## src/rtl/tmds_decoder.sv

```systemverilog
// tmds_decoder: aligns one TMDS lane on blanking control tokens and decodes symbols to pixel/control data.
module tmds_decoder #(
  parameter int LOCK_COUNT = 8,
  parameter int TIMEOUT    = 4096
) (
  input  logic       clk,
  input  logic       rst_n,
  input  logic [9:0] d_in,
  input  logic       realign,
  output logic       locked,
  output logic [3:0] offset,
  output logic       de,
  output logic [1:0] ctrl,
  output logic [7:0] data
);
  localparam int TW = $clog2(LOCK_COUNT + 1);
  localparam int RW = $clog2(TIMEOUT + 1);
  typedef enum logic {HUNT, LOCKED} state_t;
  state_t        state_q, state_d;
  logic [9:0]    d_prev_q, q_r_q, q;
  logic          hunt_r_q, tok, tok_r;
  logic [TW-1:0] tok_cnt_q, tok_cnt_d;
  logic [RW-1:0] run_cnt_q, run_cnt_d;
  logic [3:0]    offset_q, offset_d;
  logic          locked_q, locked_d, de_q, de_d;
  logic [1:0]    ctrl_q, ctrl_d;
  logic [7:0]    data_q, data_d, b, dec;
  function automatic logic is_tok(input logic [9:0] s);
    return s == 10'h354 || s == 10'h0AB || s == 10'h154 || s == 10'h2AB;
  endfunction
  function automatic logic [1:0] tok_val(input logic [9:0] s);
    return s == 10'h354 ? 2'b00 : s == 10'h0AB ? 2'b01 : s == 10'h154 ? 2'b10 : 2'b11;
  endfunction
  // older word sits at the LSB end, so shifting right by offset slides the symbol window
  assign q     = 10'({d_in, d_prev_q} >> offset_q);
  assign tok   = is_tok(q);
  assign tok_r = is_tok(q_r_q);
  always_comb begin
    state_d   = state_q;
    tok_cnt_d = tok_cnt_q;
    run_cnt_d = run_cnt_q;
    offset_d  = offset_q;
    locked_d  = locked_q;
    if (realign) begin
      state_d   = HUNT;
      locked_d  = 1'b0;
      tok_cnt_d = '0;
      run_cnt_d = '0;
    end else if (state_q == HUNT) begin
      run_cnt_d = '0;
      if (tok) begin
        tok_cnt_d = tok_cnt_q == TW'(LOCK_COUNT) ? tok_cnt_q : tok_cnt_q + TW'(1);
        if (tok_cnt_q == TW'(LOCK_COUNT - 1)) begin
          state_d  = LOCKED;
          locked_d = 1'b1;
        end
      end else begin
        tok_cnt_d = '0;
        offset_d  = offset_q == 4'd9 ? 4'd0 : offset_q + 4'd1;
      end
    end else begin
      run_cnt_d = tok ? '0 : run_cnt_q == RW'(TIMEOUT) ? run_cnt_q : run_cnt_q + RW'(1);
      if (!tok && run_cnt_q == RW'(TIMEOUT - 1)) begin
        state_d   = HUNT;
        locked_d  = 1'b0;
        tok_cnt_d = '0;
      end
    end
  end
  assign b      = q_r_q[9] ? ~q_r_q[7:0] : q_r_q[7:0];
  assign dec    = {q_r_q[8] ? b[7:1] ^ b[6:0] : ~(b[7:1] ^ b[6:0]), b[0]};
  assign de_d   = !hunt_r_q && !tok_r;
  assign data_d = de_d ? dec : 8'h00;
  assign ctrl_d = hunt_r_q ? 2'b00 : tok_r ? tok_val(q_r_q) : ctrl_q;
  always_ff @(posedge clk or negedge rst_n) begin
    if (!rst_n) begin
      state_q   <= HUNT;
      d_prev_q  <= '0;
      q_r_q     <= '0;
      hunt_r_q  <= 1'b1;
      tok_cnt_q <= '0;
      run_cnt_q <= '0;
      offset_q  <= '0;
      locked_q  <= 1'b0;
      de_q      <= 1'b0;
      ctrl_q    <= '0;
      data_q    <= '0;
    end else begin
      state_q   <= state_d;
      d_prev_q  <= d_in;
      q_r_q     <= q;
      hunt_r_q  <= state_q == HUNT;
      tok_cnt_q <= tok_cnt_d;
      run_cnt_q <= run_cnt_d;
      offset_q  <= offset_d;
      locked_q  <= locked_d;
      de_q      <= de_d;
      ctrl_q    <= ctrl_d;
      data_q    <= data_d;
    end
  end
  assign locked = locked_q;
  assign offset = offset_q;
  assign de     = de_q;
  assign ctrl   = ctrl_q;
  assign data   = data_q;
endmodule

```

## config.mk

```make
export PLATFORM = sky130hd
export DESIGN_NAME = tmds_decoder
export DESIGN_NICKNAME = d
export VERILOG_FILES = /design/src/rtl/tmds_decoder.sv
export SDC_FILE = /design/constraint.sdc
export NUM_CORES = 1
export LEC_CHECK = 0
export CAP_MARGIN = 20
export CELL_PAD_IN_SITES_DETAIL_PLACEMENT = 1
export CELL_PAD_IN_SITES_GLOBAL_PLACEMENT = 2
export CORE_MARGIN = 1
export CORE_UTILIZATION = 38
export CTS_CLUSTER_DIAMETER = 50
export DETAILED_ROUTE_END_ITERATION = 10
export HOLD_SLACK_MARGIN = 0.06
export PLACE_DENSITY = 0.85
export SLEW_MARGIN = 25
export SYNTH_ARGS = -nofsm -noshare
export SYNTH_HDL_FRONTEND = slang
export SYNTH_SLANG_ARGS = --single-unit
```

## constraint.sdc

```tcl
create_clock -name clk -period 3.7 [get_ports clk]
set_input_delay 0.74 -clock clk [delete_from_list [all_inputs] [get_ports clk]]
set_output_delay 0.74 -clock clk [all_outputs]
set_load 0.01 [all_outputs]
```

# After elaboration in Yosys (flattened, before gate mapping)
# Index checks and enable logic that the tools add are counted.
# W data, S select, Z words.
[word_totals]
register_bits = 55
inputBits = 13
output_inout_bits = 16
word_cells = 82
[classes]
add_sub_neg = 3
eq_ne = 16
shifts = 1
muxes = 28
bitwise_logic = 6
n_reduce_logical = 17
[op_table]
columns = ["cell", "count"]
rows = [
  ["$mux W13", 4],
  ["$eq A10 B10 Y1 const B", 4],
  ["$mux W4", 6],
  ["$eq A10 B8 Y1 const B", 2],
  ["$eq A10 B9 Y1 const B", 2],
  ["$shr A20 B4 Y10", 1],
  ["$mux W8", 2],
  ["$add A13 B1 Y13 const B", 1],
  ["$eq A13 B12 Y1 const B", 1],
  ["$eq A13 B13 Y1 const B", 1],
  ["$mux W1", 11],
  ["$add A4 B1 Y4 const B", 2],
  ["$eq A4 B4 Y1 const B", 2],
  ["$mux W2", 4],
  ["$ne A4 B4 Y1 const B", 2],
  ["$not A8 Y8", 1],
  ["$mux W7", 1],
  ["$not A7 Y7", 1],
  ["$xor A7 B7 Y7", 1],
  ["$logic_or A1 B1 Y1", 6],
  ["$reduce_and A3 Y1", 2],
  ["$reduce_bool A3 Y1", 2],
  ["$eq A4 B3 Y1 const B", 1],
  ["$logic_not A1 Y1", 3],
  ["other kinds (5)", 8],
]

# Depth between registers and ports, before layout
[logic_depth]
ltp_word = 10
depth_mapped = 13
mapped_depth_nobuf = 8

# Worst setup path after synthesis
# OpenSTA, ideal clock, no wires.
[synth_timing]
path_type = "in2reg"
from = "in d_in[1]"
to = "reg state_q"
setup_ns = 0.074
arrival_ns = 2.813
required_time_ns = 3.626
slack_ns = 0.813
path_stages = 10
path_buffers = 2
cell_sequence = "mux4_1 a22oi_1 nand3_1 or4_4 nor3_4 or2_1 buf_6 buf_12 nand4b_4 a21oi_2"
[synth_between]
elab_chain_len = 10
elab_cells_between_ends = 14
classes_between = "4 x eq/ne; 1 x shift; 4 x mux; 5 x reduce/logical"
[synth_lines]
columns = ["item", "line_no", "text"]
rows = [
  ["start, declared", "8", "input logic [9:0] d_in,"],
  ["$shr A20 B4 Y10 (*)", "35", "assign q = 10'({d_in, d_prev_q} >> offset_q);"],
  ["net q[2]", "20", "logic [9:0] d_prev_q, q_r_q, q;"],
  ["$eq A10 B10 Y1 / $eq A10 B8 Y1 (equally long branches)", "29", "return s == 10'h354 || s == 10'h0AB || s == 10'h154 || s == 10'h2AB;"],
  ["$logic_or A1 B1 Y1 (2 in a row)", "29", ""],
  ["$logic_or A1 B1 Y1 (*)", "29", ""],
  ["$logic_not A1 Y1", "63", "if (!tok && run_cnt_q == RW'(TIMEOUT - 1)) begin"],
  ["$logic_and A1 B1 Y1", "63", ""],
  ["$mux W1", "63", ""],
  ["$mux W1 (*)", "49", "end else if (state_q == HUNT) begin"],
  ["$mux W1 (*)", "44", "if (realign) begin"],
  ["net state_d", "19", "state_t state_q, state_d;"],
  ["end signal, assigned", "89", "state_q <= state_d;"],
  ["end, declared", "19", ""],
]
# Mark *: on every way through the listed nets, which the timed path passes. The rest lies on a longest branch.
# A chain may end at the register's enable or synchronous reset.

# Worst setup path in the final report
[layout_timing]
from = "reg offset_q[0] (netlist: offset[0])"
to = "reg state_q"
[layout_between]
elab_chain_len = 10
elab_cells_between_ends = 14
classes_between = "4 x eq/ne; 1 x shift; 4 x mux; 5 x reduce/logical"
[layout_lines]
columns = ["item", "line_no", "text"]
rows = [
  ["start, declared", "24", "logic [3:0] offset_q, offset_d;"],
  ["start signal, assigned", "95", "offset_q <= offset_d;"],
  ["$shr A20 B4 Y10 (*)", "35", ""],
  ["net q[2]", "20", ""],
  ["$eq A10 B10 Y1 / $eq A10 B8 Y1 (equally long branches)", "29", ""],
  ["$logic_or A1 B1 Y1 (2 in a row)", "29", ""],
  ["$logic_or A1 B1 Y1 (*)", "29", ""],
  ["$logic_not A1 Y1", "63", ""],
  ["$logic_and A1 B1 Y1", "63", ""],
  ["$mux W1", "63", ""],
  ["$mux W1 (*)", "49", ""],
  ["$mux W1 (*)", "44", ""],
  ["net state_d", "19", ""],
]
# Marked as above.

==> results.md <==
- Max-Cap Viols: 0
- TritonCTS clock tree: done
- Syn-to-layout area delta: 14.0%
- EDFF count, synth: 0
- Synthesized instance count: 305
- Global-route wire length before repair: between 10 and 15 mm
- Vias in the first global route: about 2500
- # rows: 33
- Async SR Flop Fraction: 1.00
- Hold Crit Class: in -> async
- Yosys warning count: 0
- Iteration-0 DRC Markers: 100
- Share of the synthesized area in the top cell type: 0.411
- Post-route clock period utilization: 0.913
- Register area share after synthesis: 0.419
- Non-Filler Instances: between 400 and 500
- Mean cell area of the mapped netlist: 10.8 um2
- VDD IR max: 0.352 mV
- CTS sink cnt: 55
- Setup violators final: 0
- DP HPWL: approximately 5.6 mm
- Hold Fails Final Rpt: 0
- Crit-path cells: mux4_1 > a22oi_1 > nand3_1 > or4_4 > nor3_4 > or2_1 > buf_4 > nand4b_4 > a21oi_2
- Die Y: roughly 95 um
- Syn_nets: ~320
- CP top delay family: simple AND/OR/NAND/NOR gates
- TritonCTS buffer count: 5
- Dominant cells by area after synthesis: dfrtp_1 41%, mux4_2 7.5%, xnor2_1 5.1%, mux2i_1 4.3%, nor2_1 4.2%
- Maximum clock rate: 296 MHz
- Root Buffer: clkbuf_8
- Setup TNS: 0 ns
- Critical Path End Type: register
- DR top layer: met4
- Post-CTS sizing: 0
- PortBufs: 28
- Post-Route WL: around 7.5 mm
- Metal3 WL: between 150 and 200 um
- Clock Path Buffers: 2
- M1 WL: 3.67 mm
- Vias: between 2000 and 2500
- Core Box Area: 8300 um2
- Slew margin rel.: 0.463
- Die area: 9030 um2
- Logic pwr share: 0.484
- Mapped cell area: 3290 um2
- Clk network pwr share: 0.165
- Initial antenna violation count: 0
- CP Data Arrival Time: 3.62 ns
- Fin. max-slew vios: 0
- Flop pwr share: 0.350
- Die width: around 95 um
- Net Switching: around 960 uW
- Synth unique cells: slightly below 60
- Worst-path clk slew: 0.10 ns
- Starting Density: 0.396
- GRT overflow: 0
- CP Launch Type: register
- CP max stage delay: between 0.8 and 0.9 ns
- Final Skew: 0.00826 ns
- Pre-Repair DR Iteration Count: 4
- Antenna viol nets, final: 0
- Power Internal: between 1000 and 1500 uW
- Total track usage: 0.184
- Outcome: finished, final reports clean
- FILL cells: around 940
- Highest-delay cell along the critical path: dfrtp_1
- RSZ-0062 raised after global routing: false
- DRC Markers: 0
- Worst-path fanout max: 15
- Largest area contributor in the netlist: dfrtp_1
- Leak: around 0.0016 uW
- Pwr Density: roughly 650 nW/um2
- Dpl cells: between 400 and 500
- Post-CTS setup buffers: 0
- Slew of the pin with the lowest slew margin: between 0.8 and 0.9 ns
- Pin count of the biggest net entering global routing: 32
- Gpl congestion: around 0.85
- Sw Ratio: 0.393
- CP Data Required Time: approximately 4 ns
- WS Path Type: reg -> reg
- Layout net count: 350
- Avg WL per Cell: approximately 17 um
- Vias per inst: around 5.6
- Clock latency on the worst-skew pair: between 0.3 and 0.4 ns
- Buf+Inv Stages, Crit Path: 1
- CTS HTree Levels: 2
- Synthesized flop and latch total: 55
- Layout cells sized above 1: 0.123
- Min Clock Period, post-route: between 3 and 4 ns
- Hold buffer count at cts: 0
- Io pins: 29
- Antenna fix cells: 0
- Most used flip-flop cell after synthesis: dfrtp_1
- Routed wl met2: approximately 3.6 mm
==> worst register-to-register path, delay by kind of cell, from the launching register on <==
family | cells | cell delay [ns]
simple gates | 5 | 1.18
mux | 1 | 0.72
flops | 1 | 0.88
compound gates | 2 | 0.35
buf+inv | 1 | 0.17
==> registers in the layout, summed over array words and instances, names as in the netlist <==
register   cells
run_cnt_q     13
d_prev_q      10
q_r_q         10
data           8
offset         4
tok_cnt_q      4
ctrl           2
de             1
hunt_r_q       1
locked         1
state_q        1
==> cells by family after synthesis <==
| logic type | count (synthesis) | synth area share |
|---|---|---|
| compound gates | 45 | 0.0971 |
| mux | 34 | 0.172 |
| flops | 55 | 0.419 |
| simple gates | 115 | 0.184 |
| fa+ha+maj | 4 | 0.0152 |
| buf+inv | 28 | 0.0487 |
| xor+xnor | 24 | 0.0640 |
==> layout by cell type (no fill, tap or decap), types with 5 or more instances in the layout <==
cell             Yosys  routed
a21oi_1              7       7
xor2_1               5       5
nand2_1             19      19
a22oi_1              6       6
buf_4                2       8
xnor2_1             19      19
clkbuf_8             0       5
nor2_1              37      37
inv_1               12      12
o31ai_1              6       6
dfrtp_1             54      54
o21ai_0              5       5
clkdlybuf4s50_1      0      27
nand2b_1             5       5
mux2i_1             14      14
mux4_2              11      11
nand3_1             14      14
mux4_1               5       5
nor3_1               8       8
==> power by group through the flow <==
| stage | Combinational [uW] | Sequential, uW | Clock, uW |
|---|---|---|---|
| 2_1_floorplan | 997 | 785 | 0 |
| 3_3_place_gp | 1160 | 859 | 0 |
| 3_5_place_dp | 1180 | 869 | 0 |
| 4_1_cts | 1180 | 857 | 414 |
| 5_1_grt | 1300 | 874 | 433 |
| 6_report | 1180 | 853 | 402 |
==> metal layers <==
metal,GRT usage,vias up
met4,0.0492,0
met2,0.294,48
met1,0.265,1214
met5,0,-
met3,0.0201,7
li1,-,1166
==> cell type report <==
class	count	area [um2]	share of cell area
Multi-Input combinational cell	222	1750	0.467
Sequential cell	55	1380	0.367
Timing Repair Buffer	36	335	0.0895
Tap cell	105	131	0.0350
Clock buffer	5	68.8	0.0184
Inverter	13	48.8	0.0130
Clock inverter	2	37.5	0.0100
==> cell usage after synthesis, types with 5 or more instances <==
master	count
a21oi_1	7
a22oi_1	6
dfrtp_1	54
inv_1	12
mux2i_1	14
mux4_1	5
mux4_2	11
nand2_1	19
nand2b_1	5
nand3_1	14
nor2_1	37
nor3_1	8
o21ai_0	5
o31ai_1	6
xnor2_1	19
xor2_1	5
==> per-stage QoR <==
step                      power, uW  setup WS (ns)  instance area [um2]  utilization  hold slack, ns
after global placement         2020          0.169                 3640        0.439           0.515
after global routing           2610          0.110                 3750        0.452           0.509
after CTS                      2450          0.296                 3750        0.452           0.484
after detailed placement       2040         0.0422                 3640        0.439           0.531
after floorplan                1780          0.813                 3290            -           0.444
final                          2430          0.323                 3750        0.452           0.452
==> worst paths after layout <==
path,startpoint,end,slack (ns),cells past startpoint
max,offset[0]$_DFFE_PN0P_,state_q$_DFF_PN0_,0.32,9
min,rst_n,run_cnt_q[2]$_DFFE_PN0P_,0.45,1
max reg2reg,offset[0]$_DFFE_PN0P_,state_q$_DFF_PN0_,0.32,9
min reg2reg,locked$_DFFE_PN0P_,locked$_DFFE_PN0P_,0.55,2
max in group asynchronous,rst_n,hunt_r_q$_DFF_PN1_,2.49,2
min in group clk,locked$_DFFE_PN0P_,locked$_DFFE_PN0P_,0.55,2
(Power assumes the default switching activity.)
